<file path="src/rtl/mul2_pkg.sv">
// Shared types and constants for the program-2 signed multiply engine.
package mul2_pkg;

   typedef enum logic [2:0] {IDLE, RD_A, RD_B, MUL, WR_LO, WR_HI, DONE} state_t;

   localparam int unsigned MUL_ITERS         = 8;
   localparam int unsigned DEF_OPA_ADDR      = 0;
   localparam int unsigned DEF_OPB_ADDR      = 1;
   localparam int unsigned DEF_PROD_LO_ADDR  = 2;
   localparam int unsigned DEF_PROD_HI_ADDR  = 3;

   // Unsigned magnitude of a two's-complement byte; -128 maps to 8'h80.
   function automatic logic [7:0] mag8(input logic [7:0] x);
      return x[7] ? (~x + 8'd1) : x;
   endfunction

endpackage

</file>
<file path="src/rtl/mul2_core.sv">
// Unsigned 8x8 iterative shift-add multiplier, one partial product per cycle.
module mul2_core
   import mul2_pkg::*;
(
   input  logic        clk,
   input  logic        reset,
   input  logic        load,
   input  logic [7:0]  mcand,
   input  logic [7:0]  mlr,
   output logic        busy,
   output logic [15:0] prod
);

   logic [7:0] mcand_q;
   logic [7:0] acc_q;
   logic [7:0] mlr_q;
   logic [3:0] cnt_q;
   logic       busy_q;
   logic [8:0] sum;

   always_comb begin
      sum = {1'b0, acc_q} + (mlr_q[0] ? {1'b0, mcand_q} : 9'd0);
   end

   // {carry,acc} shifts right as a unit, its low bit entering the multiplier.
   always_ff @(posedge clk) begin
      if (reset) begin
         mcand_q <= '0;
         acc_q   <= '0;
         mlr_q   <= '0;
         cnt_q   <= '0;
         busy_q  <= 1'b0;
      end else if (load) begin
         mcand_q <= mcand;
         mlr_q   <= mlr;
         acc_q   <= '0;
         cnt_q   <= '0;
         busy_q  <= 1'b1;
      end else if (busy_q) begin
         acc_q <= sum[8:1];
         mlr_q <= {sum[0], mlr_q[7:1]};
         if (cnt_q == 4'(MUL_ITERS - 1)) busy_q <= 1'b0;
         else                            cnt_q  <= cnt_q + 4'd1;
      end
   end

   assign busy = busy_q;
   assign prod = {acc_q, mlr_q};

endmodule

</file>
<file path="src/rtl/mul2_engine.sv">
// Program-2 accelerator: reads two signed bytes from data memory, writes the
// signed 16-bit product back little-endian, with a start-falling-edge/done handshake.
module mul2_engine
   import mul2_pkg::*;
#(
   parameter int unsigned          ADDR_W       = 8,
   parameter logic [ADDR_W-1:0]    OPA_ADDR     = ADDR_W'(DEF_OPA_ADDR),
   parameter logic [ADDR_W-1:0]    OPB_ADDR     = ADDR_W'(DEF_OPB_ADDR),
   parameter logic [ADDR_W-1:0]    PROD_LO_ADDR = ADDR_W'(DEF_PROD_LO_ADDR),
   parameter logic [ADDR_W-1:0]    PROD_HI_ADDR = ADDR_W'(DEF_PROD_HI_ADDR)
)(
   input  logic              clk,
   input  logic              reset,
   input  logic              start,
   output logic              done,
   output logic [ADDR_W-1:0] mem_addr,
   output logic              mem_wr_en,
   output logic [7:0]        mem_wr_data,
   input  logic [7:0]        mem_rd_data
);

   state_t      state_q, state_d;
   logic        start_q;
   logic [7:0]  a_q, b_q;
   logic [3:0]  cnt_q;
   logic        done_q;
   logic        core_load;
   logic        core_busy;
   logic [15:0] core_prod;
   logic        neg;
   logic [15:0] p;

   mul2_core u_core (
      .clk   (clk),
      .reset (reset),
      .load  (core_load),
      .mcand (mag8(a_q)),
      .mlr   (mag8(mem_rd_data)),
      .busy  (core_busy),
      .prod  (core_prod)
   );

   assign neg = a_q[7] ^ b_q[7];
   assign p   = neg ? (~core_prod + 16'd1) : core_prod;

   // start history runs through reset so a falling edge right after release launches.
   always_ff @(posedge clk) begin
      start_q <= start;
   end

   always_ff @(posedge clk) begin
      if (reset) state_q <= IDLE;
      else       state_q <= state_d;
   end

   always_comb begin
      state_d     = state_q;
      mem_addr    = OPA_ADDR;
      mem_wr_en   = 1'b0;
      mem_wr_data = '0;
      core_load   = 1'b0;
      case (state_q)
         IDLE:  if (start_q && !start) state_d = RD_A;
         RD_A:  state_d = RD_B;
         RD_B: begin
            mem_addr  = OPB_ADDR;
            core_load = 1'b1;
            state_d   = MUL;
         end
         MUL:   if (core_busy && cnt_q == 4'(MUL_ITERS - 1)) state_d = WR_LO;
         WR_LO: begin
            mem_addr    = PROD_LO_ADDR;
            mem_wr_data = p[7:0];
            mem_wr_en   = 1'b1;
            state_d     = WR_HI;
         end
         WR_HI: begin
            mem_addr    = PROD_HI_ADDR;
            mem_wr_data = p[15:8];
            mem_wr_en   = 1'b1;
            state_d     = DONE;
         end
         DONE:  if (start) state_d = IDLE;
         default: state_d = IDLE;
      endcase
      // Reset masks the memory interface immediately so no write lands on the reset edge.
      if (reset) begin
         mem_addr    = OPA_ADDR;
         mem_wr_en   = 1'b0;
         mem_wr_data = '0;
         core_load   = 1'b0;
         state_d     = IDLE;
      end
   end

   always_ff @(posedge clk) begin
      if (reset) begin
         a_q    <= '0;
         b_q    <= '0;
         cnt_q  <= '0;
         done_q <= 1'b0;
      end else begin
         case (state_q)
            RD_A: a_q <= mem_rd_data;
            RD_B: begin
               b_q   <= mem_rd_data;
               cnt_q <= '0;
            end
            MUL:  cnt_q <= cnt_q + 4'd1;
            default: ;
         endcase
         done_q <= (state_d == DONE);
      end
   end

   assign done = done_q;

endmodule
</file>
<file path="config.mk">
export PLATFORM = sky130hd
export DESIGN_NAME = mul2_engine
export DESIGN_NICKNAME = d
export VERILOG_FILES = /design/src/rtl/mul2_pkg.sv /design/src/rtl/mul2_core.sv /design/src/rtl/mul2_engine.sv
export SDC_FILE = /design/constraint.sdc
export NUM_CORES = 1
export LEC_CHECK = 0
export CAP_MARGIN = 20
export CORE_MARGIN = 2
export CORE_UTILIZATION = 50
export DETAILED_ROUTE_END_ITERATION = 12
export PLACE_DENSITY_LB_ADDON = 0.12
export SYNTH_ARGS = -nofsm -noshare
export SYNTH_HDL_FRONTEND = slang
export SYNTH_SLANG_ARGS = --single-unit
export TNS_END_PERCENT = 10
</file>
<file path="constraint.sdc">
create_clock -name clk -period 2.05 [get_ports clk]
set_input_delay 0.41 -clock clk [delete_from_list [all_inputs] [get_ports clk]]
set_output_delay 0.41 -clock clk [all_outputs]
set_load 0.005 [all_outputs]
</file>
==> results.md, run 1 <==
- Worst path slowest cell: nor4_4
- Reg area: approximately 940 µm²
- Average wire per cell in the routed design: 13.9 µm
- Post-synthesis sequential area ratio: 0.313
- Clock power frac: 0.237
- Global-route wire length before repair: 11400 µm
- Critical-path cell list: nor4_4, buf_4, buf_4, a41oi_2, xnor2_1, o22ai_1, buf_2
- Critical Path AT: between 1.5 and 2 ns
- N_diodes: 0
- Most used cell, CP: buf_4
- Initial antenna violation count: 0
- Slew Limit Fails: 0
- Worst path max stage delay: between 0.3 and 0.4 ns
- Vias post-DR: between 2000 and 3000
- Clock tree sinks: 47
- Die width: slightly above 80 µm
- Die span in y: 81.5 µm
- Switching power: around 860 µW
- Reg clk slew, reported paths: ~0.090 ns
- Cells after synthesis: between 300 and 400
- Antenna Violating Nets Remaining: 0
- Endpoints failing setup: 9
- Setup TNS: -1.54 ns
- Clock Tree Root: clkbuf_8
- Gr ovfl total: 0
- P&R area growth vs syn: 23.6%
- Clock buffer count from CTS: 5
- Leakage: between 0.001 and 0.0015 µW
- Worst EP required: ~1.6 ns
- Vias in the first global route: roughly 2500
- Run status: complete, but fails checks
- Logic pwr share: 0.356
- Number of port buffers: 22
- Switching part of the total: 0.333
- Post-CTS Hold Buffers: 0
- FMAX: 441 MHz
- FILL cells: around 530
- Cell Pwr Density: approximately 700 mW/mm²
- Starting Density: 0.513
- Yosys cell types: 52
- Cell area after synthesis: roughly 0.0030 mm²
- Part of the cycle the worst path needs: 1.11
- Critical Path Sink Type: output pin
- Clock skew: 0.0154 ns
- Final hold vios: 0
- Max-cap viol count: 0
- Int Pwr: between 1500 and 2000 µW
- Post-synth ARST share: 0
- #FFs+latches synth: 47
- Tmin final: 2.27 ns
- CORE AREA: slightly below 0.006 mm²
- Final wirelength: between 6000 and 7000 µm
- Startpoint Class: register
- VDD IR max: 392 µV
- Failing checks: negative setup slack
- Clock Latency Late Sink: just over 0.3 ns
- Number of DRC markers in iteration 0: 91
- Nets@finish: 450
- Worst-Margin Slew: between 0.5 and 0.6 ns
- Ys Warns: 0
- Top Ports: 29
- EDFF count, synth: 0
- CTS tree: yes
- Post-DP HPWL: 5200 µm
- Maximum fanout along the worst path: 4
- RSZ-0062 raised after global routing: true
- Pin count of the biggest net entering global routing: 37
- Area of the multi-input gates: slightly below 0.002 mm²
- Fraction of layout cells with a size suffix above 1: 0.211
- DRC viols: 0
- Full die area: ~0.0066 mm²
- Final worst slack: -0.217 ns
- CTS Buffer Depth: 2
- Seq pwr share: 0.407
- GRT Util Overall: 0.221
- Hold Path Class: register to register
- Drt first pass iters: 4
- Row count: 28
- Slew margin rel.: 0.654
- DR vias/cell: between 5 and 6
- Hold WS: between 0.4 and 0.5 ns
- RePlAce Congestion: approximately 0.85
- Worst Setup Path Type: register to output pin
- H-tree Lvls: 2
- Top FF cell, synth: dfxtp_1
- Syn avg cell area: between 8 and 9 µm²
-- what timing repair did --
item,in CTS,in global routing
pin swaps,16,8
endpoints found under the setup margin,13,14
setup buffers,7,0
gates resized for setup,47,9
-- flip-flops by register name, summed over array words and instances (netlist names), 3 cells and up --
register        cells
state_q             3
u_core.acc_q        8
u_core.mlr_q        8
cnt_q               4
u_core.mcand_q      8
a_q                 8
u_core.cnt_q        4
-- synthesized netlist by cell type (4+ instances only) --
cell type,n,share of area
xor2_1,7,0.020
dfxtp_1,47,0.31
a21oi_1,24,0.040
a31oi_1,5,0.010
buf_4,6,0.015
and2_1,7,0.015
o31ai_1,5,0.013
buf_1,4,0.0050
mux2i_1,22,0.073
nor3_1,8,0.013
nor2_1,54,0.067
buf_2,7,0.012
or3_1,4,0.0083
o22ai_1,7,0.015
nand2_1,19,0.024
nor2b_1,6,0.013
inv_1,14,0.017
xnor2_1,20,0.058
a211oi_1,17,0.042
nand3_1,6,0.010
clkbuf_1,9,0.011
o21ai_0,13,0.022
nand2b_1,6,0.013
ha_1,13,0.054
-- power by group through the flow --
stage / clock [µW] / combinational, µW / sequential (µW)
2_1_floorplan: 0 / 542 / 1070
3_3_place_gp: 0 / 790 / 1070
3_5_place_dp: 0 / 805 / 1070
4_1_cts: 625 / 905 / 1050
5_1_grt: 655 / 1000 / 1060
6_report: 614 / 924 / 1050
-- cells in the final DEF, fill, tap and decap left out, types with 3 or more instances in the layout --
master	instances
a21oi_2	4
buf_2	8
a211oi_1	17
inv_1	14
and2_1	7
nor2_1	54
nand2_1	19
nor3_1	8
o21ai_0	10
xor2_1	7
o31ai_1	5
nand3_1	6
a21oi_1	20
clkbuf_8	6
or3_1	3
nor2b_1	4
buf_4	47
a31oi_1	4
dfxtp_1	44
nand4b_1	3
mux2i_1	22
nor3b_1	3
dfxtp_2	3
o22ai_1	7
nand2b_1	5
conb_1	6
ha_1	13
xnor2_1	20
clkdlybuf4s50_1	12
-- stage by stage --
step / instances / total power (µW) / setup slack [ns] / area (µm²) / util
after detailed placement: 486 / 1880 / -0.596 / 3530 / 0.604
after global placement: 486 / 1860 / -0.554 / 3530 / 0.604
final: 501 / 2590 / -0.217 / 3710 / 0.634
after floorplan: 373 / 1610 / 0.0201 / 3020 / -
after CTS: 501 / 2580 / -0.189 / 3690 / 0.631
after global routing: 501 / 2720 / -0.292 / 3710 / 0.634
-- cells by family (layout without fill, tap and decap cells) --
| family | after synthesis | in the layout | share of synthesized area |
|---|---|---|---|
| other | 1 | 6 | 0.00125 |
| flip-flops | 47 | 47 | 0.313 |
| buffers and inverters | 41 | 94 | 0.0642 |
| AO/OA/AOI/OAI | 83 | 83 | 0.175 |
| AND/OR/NAND/NOR | 132 | 132 | 0.228 |
| adder cells (fa/ha/maj) | 14 | 14 | 0.0608 |
| XOR/XNOR | 28 | 28 | 0.0842 |
| multiplexers | 22 | 22 | 0.0733 |
-- layer usage --
| layer | share of wire | routed length, µm | global-route usage |
|---|---|---|---|
| met5 | 0 | 0 | 0 |
| met4 | 0.012 | 85 | 0.0559 |
| met3 | 0.030 | 212 | 0.0396 |
| met2 | 0.48 | 3390 | 0.382 |
| met1 | 0.47 | 3300 | 0.285 |
-- cell type report --
| cell class | count | share of cell area |
|---|---|---|
| multi-input combinational | 285 | 0.526 |
| tap | 75 | 0.0253 |
| sequential | 47 | 0.255 |
| timing repair buffer | 72 | 0.154 |
| clock buffer | 6 | 0.0223 |
| clock inverter | 2 | 0.00371 |
| inverter | 14 | 0.0142 |
-- worst max-delay path: cells and delay by family (launching register included) --
family / cells / cell delay [ns]
buf+inv: 3 / 0.45
simple gates: 1 / 0.35
flops: 1 / 0.34
compound gates: 2 / 0.26
xor+xnor: 1 / 0.16
-- worst paths after layout --
path	start	end	slack, ns	cells past startpoint
worst min-delay path	u_core.mcand_q[0]	u_core.mcand_q[0]	0.46	2
worst max register to register	u_core.mlr_q[0]	u_core.acc_q[5]	0.06	10
worst min register to register	u_core.mcand_q[0]	u_core.mcand_q[0]	0.46	2
worst max-delay path	u_core.mlr_q[2]	mem_wr_data[4]	-0.22	7
Note: power is estimated with default switching activity, not from simulation.
==> run 2, diff against run 1 <==
--- a/config.mk
+++ b/config.mk
@@ -10,6 +10,8 @@
 export CORE_UTILIZATION = 50
 export DETAILED_ROUTE_END_ITERATION = 12
 export PLACE_DENSITY_LB_ADDON = 0.12
+export SETUP_SLACK_MARGIN = 0.1
+export SKIP_LAST_GASP = 1
 export SYNTH_ARGS = -nofsm -noshare
 export SYNTH_HDL_FRONTEND = slang
 export SYNTH_SLANG_ARGS = --single-unit
==> run 2 against run 1 <==
The run still ends with negative setup slack left. Non-clock buffer count rose by 1. Sequential power barely moved. Register-to-register slack got worse by 0.14 ns. Cell count rose by 0.20%. First-iteration DRC count fell by 4.4%. Wire length fell by 3.5%. Clock skew fell by 0.0063 ns. Clock-buffer cell count did not move. Fmax rose by 0.61%. Critical path type unchanged. Largest cell class unchanged. Largest power group unchanged.
==> results.md, run 2 (synthesis gave the netlist of run 1 again) <==
- Slew Limit Fails: 0 (unchanged)
- Clock buffer count from CTS: 5 (unchanged)
- Number of DRC markers in iteration 0: 87 (-4.4%)
- Fraction of layout cells with a size suffix above 1: 0.185 (-0.0263)
- Vias post-DR: 2713 (+0.037%)
- Run status: complete, but fails checks
- Cell Pwr Density: 724 mW/mm² (+3.7%)
- Global-route wire length before repair: 11200 µm (-2.2%)
- Die width: 81.5 µm (unchanged)
- Die span in y: 81.5 µm (unchanged)
- Starting Density: 0.513 (unchanged)
- Final wirelength: 6740 µm (-3.5%)
- Fin cells: 502 (+0.20%)
- FMAX: 444 MHz (+0.61%)
- Top sig layer: met4
- Critical Path AT: 1.84 ns (-0.02 ns)
- RePlAce Congestion: 0.844 (-1.1%)
- Worst Setup Path Type: register to output pin
- Worst EP required: 1.64 ns (about the same)
- Max-cap viol count: 0 (unchanged)
- P&R area growth vs syn: 23.6% (unchanged)
- Setup crit end: mem_wr_data[7]
- Post-Place Worst Slack: -0.566 ns (+0.0303 ns)
- Total power: 2690 µW (+3.7%)
- FILL cells: 541 (+1.5%)
- Startpoint Class: register
- Maximum fanout along the worst path: 2 (-2)
- Slew margin rel.: 0.609 (-0.0452)
- N_diodes: 0 (unchanged)
- Post-CTS Hold Buffers: 0 (unchanged)
- Critical Path Sink Type: output pin
- CORE AREA: 0.00585 mm² (unchanged)
- Final hold vios: 0 (unchanged)
- Full die area: 0.00664 mm² (unchanged)
- Area of the multi-input gates: 0.00193 mm² (-1.3%)
- Part of the cycle the worst path needs: 1.10 (-0.00665)
- Final worst slack: -0.203 ns (+0.0136 ns)
- Clock Tree Root: clkbuf_8
- Antenna Violating Nets Remaining: 0 (unchanged)
- Clock tree sinks: 47 (unchanged)
- Gr ovfl total: 0 (unchanged)
- DR vias/cell: 5.40 (-0.16%)
- Failing checks: negative setup slack
- Number of port buffers: 22 (unchanged)
- Commonest non-fill, non-tap cell in the layout: nor2_1
- Vias in the first global route: 2411 (-2.0%)
- GRT Util Overall: 0.217 (-0.00441)
- DRC viols: 0 (unchanged)
- Reg clk slew, reported paths: 0.08 ns (about the same)
- R2r setup slk: -0.08 ns (-0.14 ns)
- Met2 Wirelength: 3200 µm (-5.5%)
- WL met1: 3330 µm (+0.85%)
- R2R cell count: 10 (unchanged)
- VDD IR max: 420 µV (+7.1%)
- Endpoints failing setup: 13 (+4)
- Hold wc startpoint: u_core.mcand_q[0]
- Clock skew: 0.00917 ns (-0.00627 ns)
- H-tree Lvls: 2 (unchanged)
- Initial antenna violation count: 0 (unchanged)
- Leakage: 0.00149 µW (-0.21%)
- Nets@finish: 451 (+0.22%)
- Tmin final: 2.25 ns (-0.0136 ns)
- Reg2reg start: u_core.mlr_q[0]
- Commonest cells after routing, fill and taps aside: nor2_1, buf_4, dfxtp_1
- Top Ports: 29 (unchanged)
- Hold Path Class: register to register
- Drt first pass iters: 4 (unchanged)
- Pin count of the biggest net entering global routing: 37 (unchanged)
- Reg area: 942 µm² (-0.26%)
- Average wire per cell in the routed design: 13.4 µm (-3.7%)
- Worst reg2reg endpoint: u_core.acc_q[7]
- Crit. Startpoint: u_core.mlr_q[5]
- RSZ-0062 raised after global routing: true
- Worst-Margin Slew: 0.585 ns (+0.0690 ns)
- CTS Buffer Depth: 2 (unchanged)
- CTS tree: yes
- Clock Latency Late Sink: 0.30 ns (about the same)
- Dpl cells: 488 (+0.41%)
- Met3 Wirelength: 173 µm (-18%)
- Row count: 28 (unchanged)
- Post-DP HPWL: 5060 µm (-2.5%)
run 2: cell type report:
| cell class | count | share of cell area |
|---|---|---|
| Timing Repair Buffer | 73 | 0.155 |
| Clock buffer | 6 | 0.0223 |
| Tap cell | 75 | 0.0253 |
| Clock inverter | 2 | 0.0105 |
| Inverter | 14 | 0.0142 |
| Multi-Input combinational cell | 285 | 0.519 |
| Sequential cell | 47 | 0.254 |
run 2: layer usage:
layer / vias to the layer above / GRT usage
met3: 2 / 0.0374
met5: - / 0
met2: 47 / 0.358
met1: 1254 / 0.295
met4: 0 / 0.0525
li1: 1410 / -
run 2: how the worst min path moves through the flow:
stage / endpoint / slack (ns) / cells after the start
floorplan: u_core.mcand_q[7] / 0.43 / 2
global placement: u_core.mcand_q[0] / 0.44 / 2
detailed placement: u_core.mcand_q[0] / 0.44 / 2
CTS: u_core.mcand_q[0] / 0.46 / 2
global route: u_core.mcand_q[0] / 0.48 / 2
finish: u_core.mcand_q[0] / 0.45 / 2
run 2: timing repair:
action	CTS	global route
hold endpoints to repair	0	0
pin swaps	14	0
gates resized for setup	39	0
buffers inserted	6	0
setup endpoints to repair	14	17
run 2: worst max-delay path, stage by stage, from the launching register on:
cell and delay [ns]:
dfxtp_2 0.34, nor4_4 0.33, and3_4 0.24, buf_6 0.10, buf_6 0.09, a31oi_4 0.06, xnor2_1 0.13, o22ai_1 0.13
buf_2 0.14
run 2: through the flow:
step                       util  TNS [ns]  area [µm²]  hold WS [ns]
after floorplan               -         0        3020         0.427
after global placement    0.604     -4.52        3530         0.441
after detailed placement  0.604     -4.61        3530         0.444
after CTS                 0.634     -1.69        3710         0.456
after global routing      0.634     -3.63        3710         0.478
final                     0.634     -1.70        3710         0.454
run 2: power breakdown:
part           internal [µW]  switching [µW]
combinational            455             445
sequential               990            68.8
clock                    402             328
==> run 3, diff against run 2 <==
==> constraint.sdc (replaced) <==
create_clock -name clk -period 2 [get_ports clk]
set_input_delay 0.4 -clock clk [delete_from_list [all_inputs] [get_ports clk]]
set_output_delay 0.4 -clock clk [all_outputs]
set_load 0.005 [all_outputs]
==> run 3 against run 2 <==
The flow still finishes with violations (negative setup slack). First-iteration DRC count grew 3.4%. Register-to-register slack is essentially flat. Sequential power is essentially flat. Clock skew shrank 0.0013 ns. Critical endpoint is now mem_wr_data[2]. Largest power group unchanged. Worst hold slack gained 0.0034 ns. Combinational power grew 4.2%. Total power grew 2.4%. Clock-buffer cell count is the same. Utilization grew 0.21 points. Non-clock buffer count is the same. Cell count is the same. Die area is the same.
==> results.md, run 3 (synthesis gave the netlist of run 1 again) <==
- Part of the cycle the worst path needs: 1.12
- Design area: 0.00372 mm² (+0.34%)
- Gr ovfl total: 0 (unchanged)
- Starting Density: 0.513 (unchanged)
- CTS tree: yes
- CP delay by family, top: buffers and inverters
- Slew margin rel.: 0.639 (+0.0300)
- Max-cap viol count: 0 (unchanged)
- Maximum fanout along the worst path: 4 (+2)
- Hold Path Class: register to register
- Row count: 28 (unchanged)
- Clock tree sinks: 47 (unchanged)
- Vias in the first global route: 2444 (+1.4%)
- Failing checks: negative setup slack
- Cell Pwr Density: 739 mW/mm² (+2.0%)
- VDD IR max: 456 µV (+8.7%)
- CORE AREA: 0.00585 mm² (unchanged)
- Drt first pass iters: 4 (unchanged)
- Worst Setup Path Type: register to output pin
- Commonest cells after routing, fill and taps aside: nor2_1, buf_4, dfxtp_1
- RSZ-0062 raised after global routing: true
- Endpoints failing setup: 15 (+2)
- Critical Path Sink Type: output pin
- Reg clk slew, reported paths: 0.09 ns (about the same)
- Full die area: 0.00664 mm² (unchanged)
- Run status: complete, but fails checks
- Final hold vios: 0 (unchanged)
- Worst path max stage delay: 0.33 ns (about the same)
- Die width: 81.5 µm (unchanged)
- GRT Util Overall: 0.220 (+0.00310)
- CTS Buffer Depth: 2 (unchanged)
- Worst path slowest cell: nor3_1
- Number of DRC markers in iteration 0: 90 (+3.4%)
- Clock Tree Root: clkbuf_8
- Antenna Violating Nets Remaining: 0 (unchanged)
- Fraction of layout cells with a size suffix above 1: 0.192 (+0.00703)
- Total power: 2750 µW (+2.4%)
- Worst EP required: 1.60 ns (-0.04 ns)
- Clock Latency Late Sink: 0.30 ns (about the same)
- Global-route wire length before repair: 11500 µm (+2.3%)
- R2r setup slk: -0.09 ns (about the same)
- Average wire per cell in the routed design: 13.5 µm (+0.55%)
- Leakage: 0.00150 µW (+1.0%)
- Final worst slack: -0.232 ns (-0.0281 ns)
- Worst-Margin Slew: 0.539 ns (-0.0462 ns)
- Critical Path AT: 1.83 ns (about the same)
- Die span in y: 81.5 µm (unchanged)
- DRC viols: 0 (unchanged)
- Startpoint Class: register
- Clock skew: 0.00785 ns (-0.00131 ns)
- P&R area growth vs syn: 24.0%
- H-tree Lvls: 2 (unchanged)
- Vias post-DR: 2693 (-0.74%)
- Post-DP HPWL: 5110 µm (+0.94%)
- Clock buffer count from CTS: 5 (unchanged)
- Tmin final: 2.23 ns
- Number of port buffers: 22 (unchanged)
- Buf+Inv Stages, Crit Path: 2 (-1)
- Commonest non-fill, non-tap cell in the layout: nor2_1
- Nets@finish: 451 (unchanged)
- FMAX: around 450 MHz
- N_diodes: 0 (unchanged)
- Top Ports: 29 (unchanged)
- DR vias/cell: 5.36 (-0.74%)
- Area after DPL: 0.00354 mm² (+0.28%)
- Final wirelength: 6780 µm (+0.55%)
- Slew Limit Fails: 0 (unchanged)
- Initial antenna violation count: 0 (unchanged)
- Pin count of the biggest net entering global routing: 37 (unchanged)
- RePlAce Congestion: 0.866 (+2.7%)
- Critical-path cell list: nor3_1, buf_4, a41oi_1, xnor2_1, o22ai_1, dlygate4sd2_1
run 3: per-layer routing:
metal | vias up | wire [µm] | GRT usage
li1 | 1408 | - | -
met1 | 1238 | 3400 | 0.308
met2 | 41 | 3120 | 0.351
met3 | 6 | 165 | 0.0341
met4 | 0 | 91 | 0.0610
met5 | - | 0 | 0
run 3: tightest hold or removal path, cell delays in order (launching register included):
cell and delay, ns:
dfxtp_1 0.31, nand2_1 0.05, a21oi_1 0.05
run 3: cell type report:
class | count | area [µm²]
Inverter | 14 | 52.6
Clock inverter | 2 | 38.8
Tap cell | 75 | 93.8
Fill cell | 539 | 2130
Multi-Input combinational cell | 285 | 1930
Timing Repair Buffer | 73 | 578
Sequential cell | 47 | 943
Clock buffer | 6 | 82.6
run 3: worst paths after layout:
kind | end | cells past startpoint | start
setup / recovery | mem_wr_data[2] | 6 | u_core.acc_q[0]
hold / removal | u_core.mcand_q[0] | 2 | u_core.mcand_q[0]
setup reg to reg | u_core.acc_q[7] | 10 | u_core.mlr_q[0]
hold reg to reg | u_core.mcand_q[0] | 2 | u_core.mcand_q[0]
run 3: power by group:
part / leakage (µW) / internal (µW) / switching [µW]
Combinational: 0.00106 / 464 / 474
Clock: 0.0000618 / 411 / 326
Sequential: 0.000384 / 1020 / 60.5
Total: 0.00150 / 1890 / 860
run 3: repair_timing:
| item | 4_1_cts | 5_1_grt |
|---|---|---|
| pin swaps | 13 | 11 |
| hold buffers | 0 | 0 |
| setup endpoints to repair | 15 | 16 |
| setup buffers | 5 | 0 |
| resized for setup | 31 | 7 |
run 3: per-stage QoR:
stage | worst slack (ns) | hold WS (ns) | cells | setup TNS (ns) | util
after floorplan | 0.0844 | 0.427 | 373 | 0 | -
after global placement | -0.585 | 0.440 | 489 | -4.93 | 0.606
after detailed placement | -0.633 | 0.445 | 489 | -5.34 | 0.606
after CTS | -0.232 | 0.459 | 502 | -2.25 | 0.632
after global routing | -0.343 | 0.476 | 502 | -4.03 | 0.636
final | -0.232 | 0.458 | 502 | -2.20 | 0.636
